--- src/rtl/axis_host_arbiter.sv ---
// axis_host_arbiter
// Shares one AXI-Stream command/response port pair (toward the Wishbone
// master) between two host links. Arbitration is round-robin at transaction
// granularity: a grant covers a full command packet and then the matching
// response packet. Only the granted host sees the response. A response that
// stalls too long is abandoned, and the bus is released.
//
// Ports
//   i_clk, i_reset            clock, synchronous active-high reset
//   s0_axis_*, s1_axis_*      command streams from host0 / host1 (slave side)
//   m0_axis_*, m1_axis_*      response streams to host0 / host1 (master side)
//   o_cmd_axis_*              command stream to the Wishbone master
//   i_rsp_axis_*              response stream from the Wishbone master
//   o_grant                   one-hot current owner, 00 when idle
//   o_timeout                 1-cycle pulse when a response times out
//   o_rsp_drop                1-cycle pulse per stray response byte discarded
//
// The data paths (o_cmd_*, s*_tready, m*_*, i_rsp_tready) are combinational
// muxes steered by the registered grant. o_grant, o_timeout and o_rsp_drop
// are registered.

module axis_host_arbiter #(
    parameter int unsigned DATA_WIDTH     = 8,
    parameter int unsigned TIMEOUT_CYCLES = 1024
) (
    input  logic                  i_clk,
    input  logic                  i_reset,

    // host0 command in
    input  logic [DATA_WIDTH-1:0] s0_axis_tdata,
    input  logic                  s0_axis_tvalid,
    input  logic                  s0_axis_tlast,
    output logic                  s0_axis_tready,
    // host0 response out
    output logic [DATA_WIDTH-1:0] m0_axis_tdata,
    output logic                  m0_axis_tvalid,
    output logic                  m0_axis_tlast,
    input  logic                  m0_axis_tready,

    // host1 command in
    input  logic [DATA_WIDTH-1:0] s1_axis_tdata,
    input  logic                  s1_axis_tvalid,
    input  logic                  s1_axis_tlast,
    output logic                  s1_axis_tready,
    // host1 response out
    output logic [DATA_WIDTH-1:0] m1_axis_tdata,
    output logic                  m1_axis_tvalid,
    output logic                  m1_axis_tlast,
    input  logic                  m1_axis_tready,

    // shared command out to the Wishbone master
    output logic [DATA_WIDTH-1:0] o_cmd_axis_tdata,
    output logic                  o_cmd_axis_tvalid,
    output logic                  o_cmd_axis_tlast,
    input  logic                  o_cmd_axis_tready,

    // shared response in from the Wishbone master
    input  logic [DATA_WIDTH-1:0] i_rsp_axis_tdata,
    input  logic                  i_rsp_axis_tvalid,
    input  logic                  i_rsp_axis_tlast,
    output logic                  i_rsp_axis_tready,

    // status
    output logic [1:0]            o_grant,
    output logic                  o_timeout,
    output logic                  o_rsp_drop
);

    localparam int unsigned CNT_W = $clog2(TIMEOUT_CYCLES + 1);

    typedef enum logic [1:0] {
        ST_IDLE = 2'd0,
        ST_CMD  = 2'd1,
        ST_RSP  = 2'd2
    } state_t;

    state_t             state;
    logic [1:0]         grant;
    logic               last_grant;   // index of the host served last
    logic [CNT_W-1:0]   tmo_cnt;

    logic               sel;          // index of the granted host
    logic               cmd_valid;
    logic               cmd_last;
    logic               cmd_fire;
    logic               rsp_fire;
    logic               tmo_hit;

    assign sel      = grant[1];
    assign o_grant  = grant;

    // Granted host's command qualifiers, used for the CMD->RSP decision.
    assign cmd_valid = sel ? s1_axis_tvalid : s0_axis_tvalid;
    assign cmd_last  = sel ? s1_axis_tlast  : s0_axis_tlast;
    assign cmd_fire  = (state == ST_CMD) && cmd_valid && o_cmd_axis_tready;

    // Response handshake; outside RSP i_rsp_tready is 1, so this also
    // marks every byte that gets discarded.
    assign rsp_fire  = i_rsp_axis_tvalid && i_rsp_axis_tready;

    assign tmo_hit   = (tmo_cnt == CNT_W'(TIMEOUT_CYCLES - 1));

    // Stream steering: command path in CMD, response path in RSP.
    always_comb begin
        o_cmd_axis_tdata  = '0;
        o_cmd_axis_tvalid = 1'b0;
        o_cmd_axis_tlast  = 1'b0;
        s0_axis_tready    = 1'b0;
        s1_axis_tready    = 1'b0;

        m0_axis_tdata     = '0;
        m0_axis_tvalid    = 1'b0;
        m0_axis_tlast     = 1'b0;
        m1_axis_tdata     = '0;
        m1_axis_tvalid    = 1'b0;
        m1_axis_tlast     = 1'b0;
        i_rsp_axis_tready = 1'b1;

        case (state)
            ST_CMD: begin
                if (sel) begin
                    o_cmd_axis_tdata  = s1_axis_tdata;
                    o_cmd_axis_tvalid = s1_axis_tvalid;
                    o_cmd_axis_tlast  = s1_axis_tlast;
                    s1_axis_tready    = o_cmd_axis_tready;
                end else begin
                    o_cmd_axis_tdata  = s0_axis_tdata;
                    o_cmd_axis_tvalid = s0_axis_tvalid;
                    o_cmd_axis_tlast  = s0_axis_tlast;
                    s0_axis_tready    = o_cmd_axis_tready;
                end
            end
            ST_RSP: begin
                if (sel) begin
                    m1_axis_tdata     = i_rsp_axis_tdata;
                    m1_axis_tvalid    = i_rsp_axis_tvalid;
                    m1_axis_tlast     = i_rsp_axis_tlast;
                    i_rsp_axis_tready = m1_axis_tready;
                end else begin
                    m0_axis_tdata     = i_rsp_axis_tdata;
                    m0_axis_tvalid    = i_rsp_axis_tvalid;
                    m0_axis_tlast     = i_rsp_axis_tlast;
                    i_rsp_axis_tready = m0_axis_tready;
                end
            end
            default: ;
        endcase
    end

    // Transaction FSM, round-robin arbiter, response timeout and pulses.
    always_ff @(posedge i_clk) begin
        if (i_reset) begin
            state      <= ST_IDLE;
            grant      <= 2'b00;
            last_grant <= 1'b1;
            tmo_cnt    <= '0;
            o_timeout  <= 1'b0;
            o_rsp_drop <= 1'b0;
        end else begin
            o_timeout  <= 1'b0;
            // Any byte accepted outside RSP goes nowhere.
            o_rsp_drop <= (state != ST_RSP) && rsp_fire;

            case (state)
                ST_IDLE: begin
                    // Tie goes to the host that was not served last.
                    if (s0_axis_tvalid && s1_axis_tvalid) begin
                        grant <= last_grant ? 2'b01 : 2'b10;
                        state <= ST_CMD;
                    end else if (s0_axis_tvalid) begin
                        grant <= 2'b01;
                        state <= ST_CMD;
                    end else if (s1_axis_tvalid) begin
                        grant <= 2'b10;
                        state <= ST_CMD;
                    end
                end

                ST_CMD: begin
                    // No timeout here: a stalled host keeps the bus.
                    if (cmd_fire && cmd_last) begin
                        state   <= ST_RSP;
                        tmo_cnt <= '0;
                    end
                end

                ST_RSP: begin
                    if (rsp_fire) begin
                        tmo_cnt <= '0;
                        if (i_rsp_axis_tlast) begin
                            state      <= ST_IDLE;
                            grant      <= 2'b00;
                            last_grant <= sel;
                        end
                    end else if (tmo_hit) begin
                        // Abandon the response; the host never sees tlast.
                        state      <= ST_IDLE;
                        grant      <= 2'b00;
                        last_grant <= sel;
                        tmo_cnt    <= '0;
                        o_timeout  <= 1'b1;
                    end else begin
                        tmo_cnt <= tmo_cnt + CNT_W'(1);
                    end
                end

                default: begin
                    state <= ST_IDLE;
                    grant <= 2'b00;
                end
            endcase
        end
    end

endmodule

--- config.mk ---
export PLATFORM = sky130hd
export DESIGN_NAME = axis_host_arbiter
export DESIGN_NICKNAME = d
export VERILOG_FILES = /design/src/rtl/axis_host_arbiter.sv
export SDC_FILE = /design/constraint.sdc
export NUM_CORES = 1
export LEC_CHECK = 0
export CORE_MARGIN = 1.5
export CORE_UTILIZATION = 42
export DETAILED_ROUTE_END_ITERATION = 10
export GPL_TIMING_DRIVEN = 0
export PLACE_DENSITY_LB_ADDON = 0.25
export SYNTH_ARGS = -nofsm -noshare
export SYNTH_HDL_FRONTEND = slang
export SYNTH_SLANG_ARGS = --single-unit
--- constraint.sdc ---
create_clock -name i_clk -period 2.5 [get_ports i_clk]
set_input_delay 0.25 -clock i_clk [delete_from_list [all_inputs] [get_ports i_clk]]
set_output_delay 0.25 -clock i_clk [all_outputs]
set_load 0.005 [all_outputs]
# == After elaboration in Yosys (flattened, before gate mapping) ==
# Index checks and enable logic that the tools add are counted.
# totals
input_bits,35
regBits,18
# op_classes
mux,45
eq_ne,9
bitwise,2
n_reduce_logical,14
addsub,1
# op_table
operator,n
2-to-1 mux 8 bit,6
2-to-1 mux 11 bit,3
2-to-1 mux 1 bit,22
2-to-1 mux 2 bit,11
one-hot mux 11 bit (2 select lines),1
one-hot mux 2 bit (3 select lines),2
"adder 11 x 1 -> 11 bit, second input constant",1
"== test 11 x 10 -> 1 bit, second input constant",1
AND reduction 4 bit,2
logical AND 1 bit,6
"inequality test 3 bit, second input constant",2
"inequality test 2 bit, second input constant",2
"inequality test 4 bit, second input constant",1
nonzero test 2 bit,2
AND reduction 3 bit,1
OR reduction 3 bit,1
"== test 2 x 1 -> 1 bit, second input constant",1
"== test 2 bit, second input constant",1
zero test 2 bit,1
"inequality test 2 x 1 -> 1 bit, second input constant",1
NOT 1 bit,2
AND reduction 2 bit,1

# == Depth between registers and ports, before layout ==
# logic_depth
ltp_word,6
mapped_depth,6
mapped_depth_nobuf,5

# == Worst setup path after synthesis ==
# OpenSTA, ideal clock, no wires.
# synth_path
kind,register -> register
startpoint,register tmo_cnt[0]
endpoint,"register grant[1], in the netlist o_grant[1]"
arrival_ns,1.623
required_time_ns,2.428
setup_time_ns,0.072
path_stages_with_launch,7
setup_slack_ns,0.805
cell_sequence,dfxtp_1 -> ha_1 -> nand2_1 -> or4_4 -> buf_6 -> a22oi_4 -> mux2i_1
# synth_between
elab_chain_len,3
# synth_rtl
item,line,rtl
start: declaration,80,logic [CNT_W-1:0] tmo_cnt;
start signal: assignment,203,tmo_cnt <= tmo_cnt + CNT_W'(1);
== test 11 x 10 -> 1 bit,101,assign tmo_hit = (tmo_cnt == CNT_W'(TIMEOUT_CYCLES - 1));
inequality test 3 bit (no source line),--,
AND reduction 4 bit (no source line),--,
end signal: assignment,168,grant <= last_grant ? 2'b01 : 2'b10;
end: declaration,78,logic [1:0] grant;
# Every way passes these cells.
# A chain may end at the register's enable or synchronous reset.

# == Worst setup path after layout ==
# layout_path
startpoint,register state[0]
endpoint,output port m0_axis_tdata[3]
# layout_between
elab_chain_len,2
# layout_rtl
item,line,rtl
start: declaration,77,state_t state;
start signal: assignment,153,state <= ST_IDLE;
start signal: assignment,169,state <= ST_CMD;
start signal: assignment,172,state <= ST_CMD;
== test 2 bit,119,case (state)
2-to-1 mux 8 bit,119,
end: declaration,35,"output logic [DATA_WIDTH-1:0] m0_axis_tdata,"
# Every way passes these cells.

==> summary.txt <==
GRT
  • Antenna violations before repair: 0
  • Combined global-route utilization of all metal layers: 22.0%
  • Vias in the first global route: 1,326
  • Total overflow reported by the global router: 0
  • Largest net degree at the start of global routing: 11
  • Global-route wire length before repair: 6010 um

STA
  • Worst hold slack: 0.493 ns
  • Number of hold-slack violations in the final timing report: 0
  • Final worst path period share: 94.2%
  • Final number of setup-violating endpoints: 0
  • Maximum achievable frequency: 0.424 GHz
  • Worst rel slew slack: 58.5%
  • Largest clock skew in the final design: 0.00491 ns
  • Actual transition at the worst max-transition pin: 0.614 ns
  • Setup repair after global routing missed its margin: yes
  • Final number of max-transition violations: 0
  • Shortest clock period the worst path allows after layout: 2.36 ns

Route
  • Number of vias after detailed routing: 1,557
  • Routed Wire Length: 3970 um
  • Remaining design rule violation count: 0
  • Routed wire per std cell: 13.6 um
  • Detailed router's first-iteration violation count: 74
  • Vias per cell: 5.31
  • First-pass DRT Iterations: 4
  • Number of nets with antenna violations after detailed routing: 0

Clock tree
  • Post-CTS Hold Buffers: 0
  • Cell at the root of the clock tree: clkbuf_4
  • Latest clock arrival within the worst-skew pair: 0.29 ns
  • Sink Count: 18
  • TritonCTS Buffers: 3
  • Count of instances resized after the clock tree is built: 3
  • Count of H-tree levels built during CTS: 1
  • Maximum clock path buffer count: 2
  • Clock slew at the register clock pins of the worst setup and hold paths: 0.09 ns
  • Post-CTS setup buffers: 0
  • CTS tree: yes

Logic synthesis
  • Share of synthesized area occupied by flip-flops and latches: 26.7%
  • Netlist area before placement: 1350 um2
  • Synthesis warning total: 0
  • Count of unique library cells instantiated by Yosys: 47
  • Post-synthesis mux area share: 10.5%
  • Main combinational cell family by area after synthesis: simple AND/OR/NAND/NOR gates
  • Cell count after synthesis: 175
  • Top flip-flop cell by instance count after synthesis: dfxtp_1
  • Post-synthesis average cell area: 7.70 um2
  • Synthesized-area fraction occupied by adder cells: 0.929%
  • Count of flip-flops with a built-in enable after synthesis: 0
  • Share of the synthesized area in compound gates (AO/OA/AOI/OAI): 15.3%
  • XOR/XNOR share of the synthesized area: 0.650%
  • Yosys reg bits: 18
  • Number of nets in the synthesized netlist: 211
  • Share of flip-flops with an asynchronous set or reset: 0%
  • Area fraction in and, or, nand and nor cells after synthesis: 40.2%

Placed design
  • DP Wirelength: 3080 um
  • Routability congestion estimate: 0.808
  • IO Port Bufs: 71

Critical path
  • Worst reg2reg path startpoint: tmo_cnt[0]
  • Cell breakdown of the critical path: clkbuf_1, nand2b_1, buf_2, nor2_4, and2_1, clkdlybuf4s50_1
  • Kind of end point of the critical path: primary output
  • Endpoint required time on the critical path: 2.25 ns
  • CP max stage delay: 0.44 ns
  • Critical path launch point type: flip-flop
  • Slowest cell on crit path: clkdlybuf4s50_1
  • Crit path arrival time: 2.11 ns
  • Critical Setup Path Class: reg2out
  • Launch point of the worst path: state[0]
  • Maximum fanout count along the critical path: 10

Hold path
  • Startpoint of the most critical hold path: tmo_cnt[10]
  • Hold/Removal Path Class: reg2reg

Power and ir drop
  • Maximum VDD drop: 0.000308 V
  • Power per cell area: 281 nW/um2
  • P_leak: 0.760 nW
  • Total power: 604 uW

Final layout
  • FILL cells: 251
  • Layout cell share with drive strength beyond 1: 7.23%
  • Antenna Cells: 0
  • Commonest non-fill, non-tap cells in the layout: 71 x clkdlybuf4s50_1, 18 x dfxtp_1, 14 x nor2_1
  • Number of nets in the finished design: 287
  • Most common library cell in the layout ignoring fill and taps: clkdlybuf4s50_1
  • Layout overhead on the synthesized area: 59.4%

Flow run
  • Reported max-cap violation count: 0

Floorplanning
  • Number of top-level pins: 72
  • Initial core utilization: 44.1%
  • Die Height: 59.6 um
  • Core Box Area: 3050 um2
  • Die Width: 59.6 um
  • Placement Rows: 20
  • Area enclosed by the die boundary: 3560 um2

Outcome
  • Result of the run: complete, no violations
==> registers in the layout (all words and copies together) (netlist names) <==
register	count
o_grant	2
tmo_cnt	11
o_rsp_drop	1
state	2
o_timeout	1
last_grant	1
==> worst max-delay path: cells and delay by family (launching register included) <==
kind | cells | cell delay [ns]
AND/OR/NAND/NOR | 3 | 0.46
buffers and inverters | 3 | 1.03
flip-flops | 1 | 0.34
==> cells by family (layout without fill, tap and decap cells) <==
kind of cell    count (synthesis)  after routing
flops                          18             18
mux                            14             14
xor+xnor                        1              1
simple gates                   97             97
compound gates                 27             27
fa+ha+maj                       1              1
buf+inv                        17             91
==> cell type report <==
| type | instances | area [um2] | share of cell area, % |
|---|---|---|---|
| Tap cell | 44 | 55.1 | 2.56 |
| Timing Repair Buffer | 71 | 711 | 33.1 |
| Inverter | 5 | 18.8 | 0.874 |
| Buffer | 12 | 60.1 | 2.80 |
| Clock buffer | 3 | 22.5 | 1.05 |
| Sequential cell | 18 | 360 | 16.8 |
| Multi-Input combinational cell | 140 | 921 | 42.9 |
==> synth_stat cells, types with 2 or more instances <==
cell	count	area, um2
nor3_1	5	25.0
nand2_1	13	48.8
clkbuf_1	8	30.0
and3_1	10	62.6
o32ai_1	3	26.3
or3_1	2	12.5
or3_2	2	15.0
o211ai_1	2	15.0
nor2b_1	4	25.0
nand3_1	13	65.1
nor4_1	3	18.8
nand2b_1	5	31.3
a21oi_1	6	30.0
nor2_1	15	56.3
nand3b_1	2	15.0
inv_1	5	18.8
a311oi_1	3	26.3
nand4b_1	2	17.5
o21ai_0	3	15.0
nand4_1	5	31.3
and2_1	9	56.3
dfxtp_1	18	360
mux2i_1	13	130
==> worst paths after layout <==
path                                          to  depth (start not counted)  slack [ns]
worst max-delay path            m0_axis_tdata[3]                          6        0.14
worst min-delay path                 tmo_cnt[10]                          2        0.49
worst min register to register       tmo_cnt[10]                          2        0.49
worst max register to register        o_grant[1]                          6        0.63
==> metrics by stage <==
stage / utilization, % / TNS (ns) / cells / worst slack (ns) / area (um2)
finish: 70.4 / 0 / 293 / 0.144 / 2150
detailed placement: 69.2 / 0 / 290 / 0.194 / 2110
global route: 70.4 / -0.00274 / 293 / -0.00274 / 2150
floorplan: - / 0 / 175 / 0.805 / 1350
global placement: 69.2 / 0 / 290 / 0.186 / 2110
CTS: 70.1 / 0 / 293 / 0.0460 / 2140
==> power by group <==
group	switching, mW	internal (mW)
logic	0.0648	0.103
clock network	0.0868	0.0561
registers	0.00281	0.291
total	0.154	0.450
==> metal layers <==
metal	global-route usage, %	wire length, um	up-vias
met5	0	0	-
met4	3.81	21	0
met3	6.33	306	2
met2	37.3	1920	56
met1	27.9	1730	705
li1	-	-	794
Note: power is estimated with default switching activity, not from simulation.
